File: src/rtl/wino_tile_conv.sv
// wino_tile_conv: 3-tap 1-D tile convolution, one multiply per cycle.
// Captures an N-sample tile, emits M outputs with optional saturation.
module wino_tile_conv #(
    parameter int DW  = 10,
    parameter int M   = 7,
    parameter bit SAT = 1'b0
) (
    input  logic                  clk,
    input  logic                  rst,
    input  logic [(M+2)*DW-1:0]   D,
    input  logic                  in_valid,
    output logic                  in_ready,
    input  logic                  coef_we,
    input  logic [3*DW-1:0]       coef,
    output logic [M*DW-1:0]       Z,
    output logic                  out_valid,
    input  logic                  out_ready,
    output logic                  ovf
);
    localparam int N  = M + 2;
    localparam int AW = 2 * DW + 2;
    localparam int IW = $clog2(N);

    localparam logic signed [AW-1:0] MAXV =
        {{(AW-DW+1){1'b0}}, {(DW-1){1'b1}}};
    localparam logic signed [AW-1:0] MINV =
        {{(AW-DW+1){1'b1}}, {(DW-1){1'b0}}};

    typedef enum logic [1:0] {IDLE, CALC, DONE} state_t;

    state_t                 st;
    logic signed [DW-1:0]   dr  [N];
    logic signed [DW-1:0]   g   [3];
    logic signed [DW-1:0]   res [N];
    logic [IW-1:0]          idx;
    logic [IW-1:0]          tap;
    logic signed [AW-1:0]   acc;
    logic                   ovf_acc;

    logic signed [2*DW-1:0] prod;
    logic signed [AW-1:0]   sum;
    logic                   sum_ovf;
    logic signed [DW-1:0]   fin;

    always_comb begin
        prod    = dr[idx + tap] * g[tap[1:0]];
        sum     = acc + AW'(prod);
        sum_ovf = (sum > MAXV) || (sum < MINV);
        fin     = sum[DW-1:0];
        if (SAT) begin
            if (sum > MAXV)
                fin = MAXV[DW-1:0];
            else if (sum < MINV)
                fin = MINV[DW-1:0];
        end
    end

    always_ff @(posedge clk or negedge rst) begin
        if (!rst) begin
            st        <= IDLE;
            in_ready  <= 1'b1;
            out_valid <= 1'b0;
            Z         <= '0;
            ovf       <= 1'b0;
            ovf_acc   <= 1'b0;
            acc       <= '0;
            idx       <= '0;
            tap       <= '0;
            for (int i = 0; i < 3; i++) g[i] <= '0;
            for (int i = 0; i < N; i++) begin
                dr[i]  <= '0;
                res[i] <= '0;
            end
        end else begin
            unique case (st)
                IDLE: begin
                    if (coef_we)
                        for (int k = 0; k < 3; k++)
                            g[k] <= coef[(2-k)*DW +: DW];
                    if (in_valid) begin
                        for (int i = 0; i < N; i++)
                            dr[i] <= D[(N-1-i)*DW +: DW];
                        acc      <= '0;
                        idx      <= '0;
                        tap      <= '0;
                        ovf_acc  <= 1'b0;
                        in_ready <= 1'b0;
                        st       <= CALC;
                    end
                end
                CALC: begin
                    if (tap == IW'(2)) begin
                        acc      <= '0;
                        tap      <= '0;
                        res[idx] <= fin;
                        ovf_acc  <= ovf_acc | sum_ovf;
                        if (idx == IW'(M-1)) begin
                            // last output closes the tile: publish all at once
                            idx       <= '0;
                            ovf       <= ovf_acc | sum_ovf;
                            out_valid <= 1'b1;
                            st        <= DONE;
                            for (int i = 0; i < M; i++)
                                Z[(M-1-i)*DW +: DW] <=
                                    (i == M-1) ? fin : res[i];
                        end else begin
                            idx <= idx + IW'(1);
                        end
                    end else begin
                        acc <= sum;
                        tap <= tap + IW'(1);
                    end
                end
                DONE: begin
                    if (out_ready) begin
                        out_valid <= 1'b0;
                        ovf       <= 1'b0;
                        in_ready  <= 1'b1;
                        st        <= IDLE;
                    end
                end
                default: st <= IDLE;
            endcase
        end
    end
endmodule

File: config.mk
export PLATFORM = sky130hd
export DESIGN_NAME = wino_tile_conv
export DESIGN_NICKNAME = d
export VERILOG_FILES = /design/src/rtl/wino_tile_conv.sv
export SDC_FILE = /design/constraint.sdc
export NUM_CORES = 1
export LEC_CHECK = 0
export ABC_AREA = 1
export CAP_MARGIN = 20
export CORE_ASPECT_RATIO = 1.4
export CORE_MARGIN = 2
export CORE_UTILIZATION = 36
export DETAILED_ROUTE_END_ITERATION = 8
export GPL_TIMING_DRIVEN = 0
export PLACE_DENSITY = 0.63
export SLEW_MARGIN = 20
export SYNTH_ARGS = -nofsm -noshare
export SYNTH_HDL_FRONTEND = slang
export SYNTH_SLANG_ARGS = --single-unit
File: constraint.sdc
create_clock -name clk -period 8.2 [get_ports clk]
set_clock_uncertainty 0.1 [all_clocks]
set_input_delay 0.82 -clock clk [delete_from_list [all_inputs] [get_ports clk]]
set_output_delay 0.82 -clock clk [all_outputs]
set_load 0.05 [all_outputs]
==> flow_summary.toml, run 1 <==
[placement]
hpwl_mm = 37.70
preCtsSetupSlack_ns = -0.7263
gp_congestion = 0.8722
io_buffers = 197

[global_routing]
grt_max_degree = 100
grt_pass1_wl_mm = 78.23
grt.overflow.total = 0
grt_usage_pct = 19.75
antenna_found_initial = 0
grt_pass1_vias = 15160

[synth]
synth_warnings = 0
synth_edf_count = 0
avgSynthCellArea_um2 = 8.344
synth_top_cell_by_area = "dfrtp_1"
synth_area_um2 = 17310
synth_nets = 2382
synth_cell_types = 44
async_flop_share_pct = 100.0
synthTopCellsByArea = "dfrtp_1 (41%), nand2_1 (18%), fa_1 (14%)"
synth_top_area_share_pct = 41.19
synth.yosys.seq_area_share_pct = 41.34
synth.ff_latch_count = 286
syn-instance-count = 2075
synth-main-ff-cell = "dfrtp_1"

[drt]
drt-initial-drc-count = 836
vias = 14090
wl_mm = 48.01
dr.pass1.iters = 5
viasPerCell = 4.758
routedWlPerCell_um = 16.21
drc_errors = 0
final_antenna_net_count = 0

[timing]
hold_viol = 0
period_minus_slack_ns = 7.813
setup_tns_ns = 0
slew-limit-headroom_pct = 26.96
fin_crit_sh_pct = 95.29
tightest_slew_ns = 1.096
final_max_slew_viol_count = 0
worst_slack_ns = 0.3866
fmaxAchievable_mhz = 128.0
fin_hold_ws_ns = 0.03480
setup_viol = 0

[die]
core_um2 = 47780
pin_count = 198
die_x_um = 189.3
start_util_pct = 36.23
die_h_um = 263.5
die_area_um2 = 49890
num_rows = 95

[run_status]
status = "finished, final reports clean"

[critical_path]
slowest_delay_ns = 0.63
ff2ff_setup_slack_ns = 0.39
end_kind = "flop"
r2r-end = "ovf$_DFFE_PN0P_"
r2r_start = "tap[1]$_DFFE_PN0P_"
cp_data_arrival_time_ns = 8.16
critPathRequiredTime_ns = 8.55
startpoint_type = "flop"
cp_slowest_cell = "fa_2"
path_class = "reg2reg"
cpMostUsedCell = "nand2_1"
r2r_cells = 37
cp_max_fo = 16

[final_layout]
antenna_cells = 0
multi_input_area_um2 = 8815
drive_gt1_share_pct = 7.422
regArea_um2 = 7161
layout_commonest_cell = "nand2_1"
nFillCells = 4694
syn_to_final_growth_pct = 22.52
nNetsFinal = 2617
final_cell_mix = "nand2_1 (818), dfrtp_1 (283), inv_1 (277)"
finish.utilization_pct = 44.40

[clocking]
path_clk_slew_ns = 0.07
clockRootBuffer = "clkbuf_16"
numCtsBuffers = 29
clk_latency_ns = 0.56
clk_path_buf_depth = 3
cts_tree = "built"
htreeDepth = 1
clock-sinks = 286
ctsHoldBuffers = 0

[hold_path]
hold_class = "in2async"

[job]
drv_cap = 0
-- worst max path at each step --
stage | cells after the start | from | to | slack, ns
detailed placement | 36 | tap[1]$_DFFE_PN0P_ | ovf_acc$_DFFE_PN0P_ | -0.73
CTS | 35 | tap[1]$_DFFE_PN0P_ | ovf$_DFFE_PN0P_ | 0.01
global placement | 1 | rst | Z[43]$_DFFE_PN0P_ | -6.05
global route | 37 | tap[0]$_DFFE_PN0P_ | ovf_acc$_DFFE_PN0P_ | -0.008
floorplan | 38 | tap[1]$_DFFE_PN0P_ | ovf$_DFFE_PN0P_ | 1.10
finish | 37 | tap[1]$_DFFE_PN0P_ | ovf$_DFFE_PN0P_ | 0.39
-- synth_stat cells, types with 3 or more instances --
library cell,count
or2_2,16
a32oi_1,15
nor2_1,93
a32o_1,10
dfrtp_1,285
nand3b_1,5
nand3_1,33
fa_1,119
nand4_1,15
o21ai_0,111
o22ai_1,4
mux2_2,30
inv_2,3
xnor2_1,7
buf_2,15
inv_1,284
clkinv_1,3
nand2_2,9
nor2_4,4
nor2_2,3
clkbuf_1,53
nand2_1,821
a21oi_1,43
xor2_1,4
o21ai_2,3
ha_1,63
-- area by class of cell --
| class | count | share of cell area (%) |
|---|---|---|
| Clock buffer | 40 | 3.946 |
| Buffer | 71 | 1.469 |
| Timing Repair Buffer | 206 | 9.920 |
| Inverter | 290 | 5.155 |
| Tap cell | 630 | 3.716 |
| Sequential cell | 286 | 33.75 |
| Multi-Input combinational cell | 1426 | 41.55 |
| Clock inverter | 12 | 0.4895 |
-- through the flow --
step | instances | area, um^2
floorplan | 2075 | 17310
global placement | 2902 | 20070
detailed placement | 2905 | 20180
CTS | 2956 | 21130
global route | 2961 | 21210
finish | 2961 | 21210
-- cells by family after synthesis --
group                    synth area share, %
flip-flops                             41.34
multiplexers                           1.951
adder cells (fa/ha/maj)                18.31
XOR/XNOR                              0.6504
AND/OR/NAND/NOR                        23.12
buffers and inverters                  8.065
AO/OA/AOI/OAI                          6.562
-- critical path: cells and delay by family, from the launching register on --
family / cells / cell delay (ns)
AOI/OAI and AO/OA: 5 / 0.89
adders and majority gates: 7 / 3.55
buffers and inverters: 8 / 1.03
DFF: 1 / 0.45
and+or+nand+nor: 17 / 1.68
-- per-layer routing --
| metal | track usage [%] | share of wire, % | wire, um |
|---|---|---|---|
| met1 | 22.37 | 38 | 18480 |
| met4 | 9.533 | 5.3 | 2541 |
| met5 | 0 | 0 | 0 |
| met2 | 36.63 | 52 | 25040 |
| met3 | 2.160 | 4.1 | 1949 |
-- sequential cells by signal, indices dropped and copies added (netlist names) --
name,flops
dr,90
Z,70
res,60
g,30
acc,22
idx,4
tap,4
st,2
in_ready,1
out_valid,1
ovf,1
ovf_acc,1
-- what timing repair did --
action / 4_1_cts / 5_1_grt
gates resized for setup: 5 / 23
buffers inserted: 0 / 6
endpoints found under the setup margin: 8 / 3
hold endpoints to repair: 0 / 0
Power of run 1 is left out: the tool's default activity adds up to more than one toggle a clock period on the data nets, which glitch-free logic cannot reach.
==> inputs of run 2 (changes only) <==
--- a/config.mk
+++ b/config.mk
@@ -12,7 +12,7 @@
 export CORE_UTILIZATION = 36
 export DETAILED_ROUTE_END_ITERATION = 8
 export GPL_TIMING_DRIVEN = 0
-export PLACE_DENSITY = 0.63
+export PLACE_DENSITY = 0.62
 export SLEW_MARGIN = 20
 export SYNTH_ARGS = -nofsm -noshare
 export SYNTH_HDL_FRONTEND = slang
==> run 2 against run 1 <==
Compared with the run above:
- critical path depth unchanged
- non-clock buffer count shrank 2
- highest routed layer unchanged
- maximum frequency about the same
- critical endpoint unchanged
==> flow_summary.toml, run 2 (synthesized netlist as in run 1, its figures left out) <==
[critical_path]
cpMostUsedCell = "nand2_1"
crit_buf_inv = 8
cp_max_fo = 10
r2r_cells = 37
slowest_delay_ns = 0.58
endpoint = "ovf$_DFFE_PN0P_"
cp_slowest_cell = "fa_2"
startpoint_type = "flop"
ff2ff_setup_slack_ns = 0.39
r2r_start = "tap[0]$_DFFE_PN0P_"
crit_start = "tap[0]$_DFFE_PN0P_"
critPathRequiredTime_ns = 8.56
end_kind = "flop"
crit_family = "adder cells"
r2r-end = "ovf$_DFFE_PN0P_"
path_class = "reg2reg"
cp_data_arrival_time_ns = 8.17
path_depth = 37

[global_routing]
grt_pass1_wl_mm = 78.03
grt_usage_pct = 19.73
antenna_found_initial = 0
globalRouteMet1Util_pct = 22.79
grt.overflow.total = 0
grt-busiest-layer = "met2"
use_met3_pct = 2.160
grt_max_degree = 99
grt_pass1_vias = 14890
grt_util_met2_pct = 36.49

[final_layout]
largest_reg_flops = 90
stdcell_count = 2959
top_register = "dr"
antenna_cells = 0
multi_input_area_um2 = 8798
layout_commonest_cell = "nand2_1"
drive_gt1_share_pct = 7.557
regArea_um2 = 7161
nFillCells = 4695
nNetsFinal = 2614
syn_to_final_growth_pct = 22.63
final_cell_mix = "nand2_1 (818), dfrtp_1 (283), inv_1 (276)"
reg_top3 = "dr x90, Z x70, res x60"

[timing]
setup_viol = 0
period_minus_slack_ns = 7.807
fin_crit_sh_pct = 95.20
slew-limit-headroom_pct = 26.07
tightest_slew_ns = 1.109
final_max_slew_viol_count = 0
fmaxAchievable_mhz = 128.1
hold_viol = 0

[clocking]
clockRootBuffer = "clkbuf_16"
clk_path_buf_depth = 3
numCtsBuffers = 28
path_clk_slew_ns = 0.07
htreeDepth = 1
clk_latency_ns = 0.57
clock-sinks = 286
cts_tree = "built"

[drt]
vias = 14090
drc_errors = 0
wl_mm = 48.52
dr.pass1.iters = 5
viasPerCell = 4.761
drt-initial-drc-count = 781
final_antenna_net_count = 0
routedWlPerCell_um = 16.40

[die]
start_util_pct = 36.23
die_area_um2 = 49890
die_h_um = 263.5
die_x_um = 189.3
pin_count = 198
num_rows = 95
core_um2 = 47780

[run_status]
status = "finished, final reports clean"

[hold_path]
hold_class = "in2async"

[placement]
hpwl_mm = 37.99
io_buffers = 197
gp_congestion = 0.8584
dpl.cell_count = 2905

[job]
drv_cap = 0
==> run 2: changes by cell type in the layout (fill, tap and decap cells not counted), moves of 2 or more <==
cell        previous run  this run
clkbuf_8               7         5
bufinv_16              1         4
clkinvlp_4             2         4
clkbuf_1              54        50
clkinv_4               2         0
clkinv_2               6         8
==> run 2: per-stage QoR <==
stage	hold WS, ns	utilization [%]	TNS (ns)	worst slack, ns	cell area, um^2
floorplan	0.3491	-	0	1.098	17310
global placement	0.3574	42.01	-1692.42	-5.975	20070
detailed placement	0.3585	42.17	-2.508	-0.7335	20150
CTS	0.1864	44.31	0	0.002516	21170
global route	0.2213	44.43	-0.003317	-0.003317	21230
finish	0.1762	44.43	0	0.3934	21230
==> run 2: final cells by class <==
class,count,share of cell area (%)
plain buffers,71,1.456
clock buffers,34,3.742
clock inverters,18,1.014
inverters,290,5.162
multi-input cells,1426,41.44
flip-flops and latches,286,33.73
well taps,630,3.713
repair buffers,204,9.747
==> run 2: how the worst min path moves through the flow <==
stage,startpoint,endpoint,depth (start not counted)
global placement,Z[18]$_DFFE_PN0P_,Z[18]$_DFFE_PN0P_,2
global route,rst,Z[43]$_DFFE_PN0P_,1
finish,rst,Z[43]$_DFFE_PN0P_,1
floorplan,dr[30]$_DFFE_PN0P_,dr[30]$_DFFE_PN0P_,2
CTS,rst,Z[49]$_DFFE_PN0P_,1
detailed placement,Z[27]$_DFFE_PN0P_,Z[27]$_DFFE_PN0P_,2
==> run 2: worst reg2reg max path: cells and delay by family, from the launching register on <==
kind	cells	cell delay [ns]
AOI/OAI and AO/OA	5	0.85
and+or+nand+nor	16	1.66
buffers and inverters	8	0.86
DFF	1	0.45
adders and majority gates	8	3.77
==> run 2: layer usage <==
| layer | routed length (um) | up-vias |
|---|---|---|
| li1 | - | 6831 |
| met1 | 18910 | 6836 |
| met2 | 25470 | 320 |
| met3 | 1990 | 100 |
| met4 | 2147 | 0 |
| met5 | 0 | - |
==> run 2: repair_timing <==
action                     4_1_cts  5_1_grt
hold buffers                     0        0
setup endpoints to repair       15        3
setup buffers                    0        4
resized for setup                5       24
gates cloned                     0        0
hold endpoints to repair         0        0
Power of run 2 is left out for the same reason.
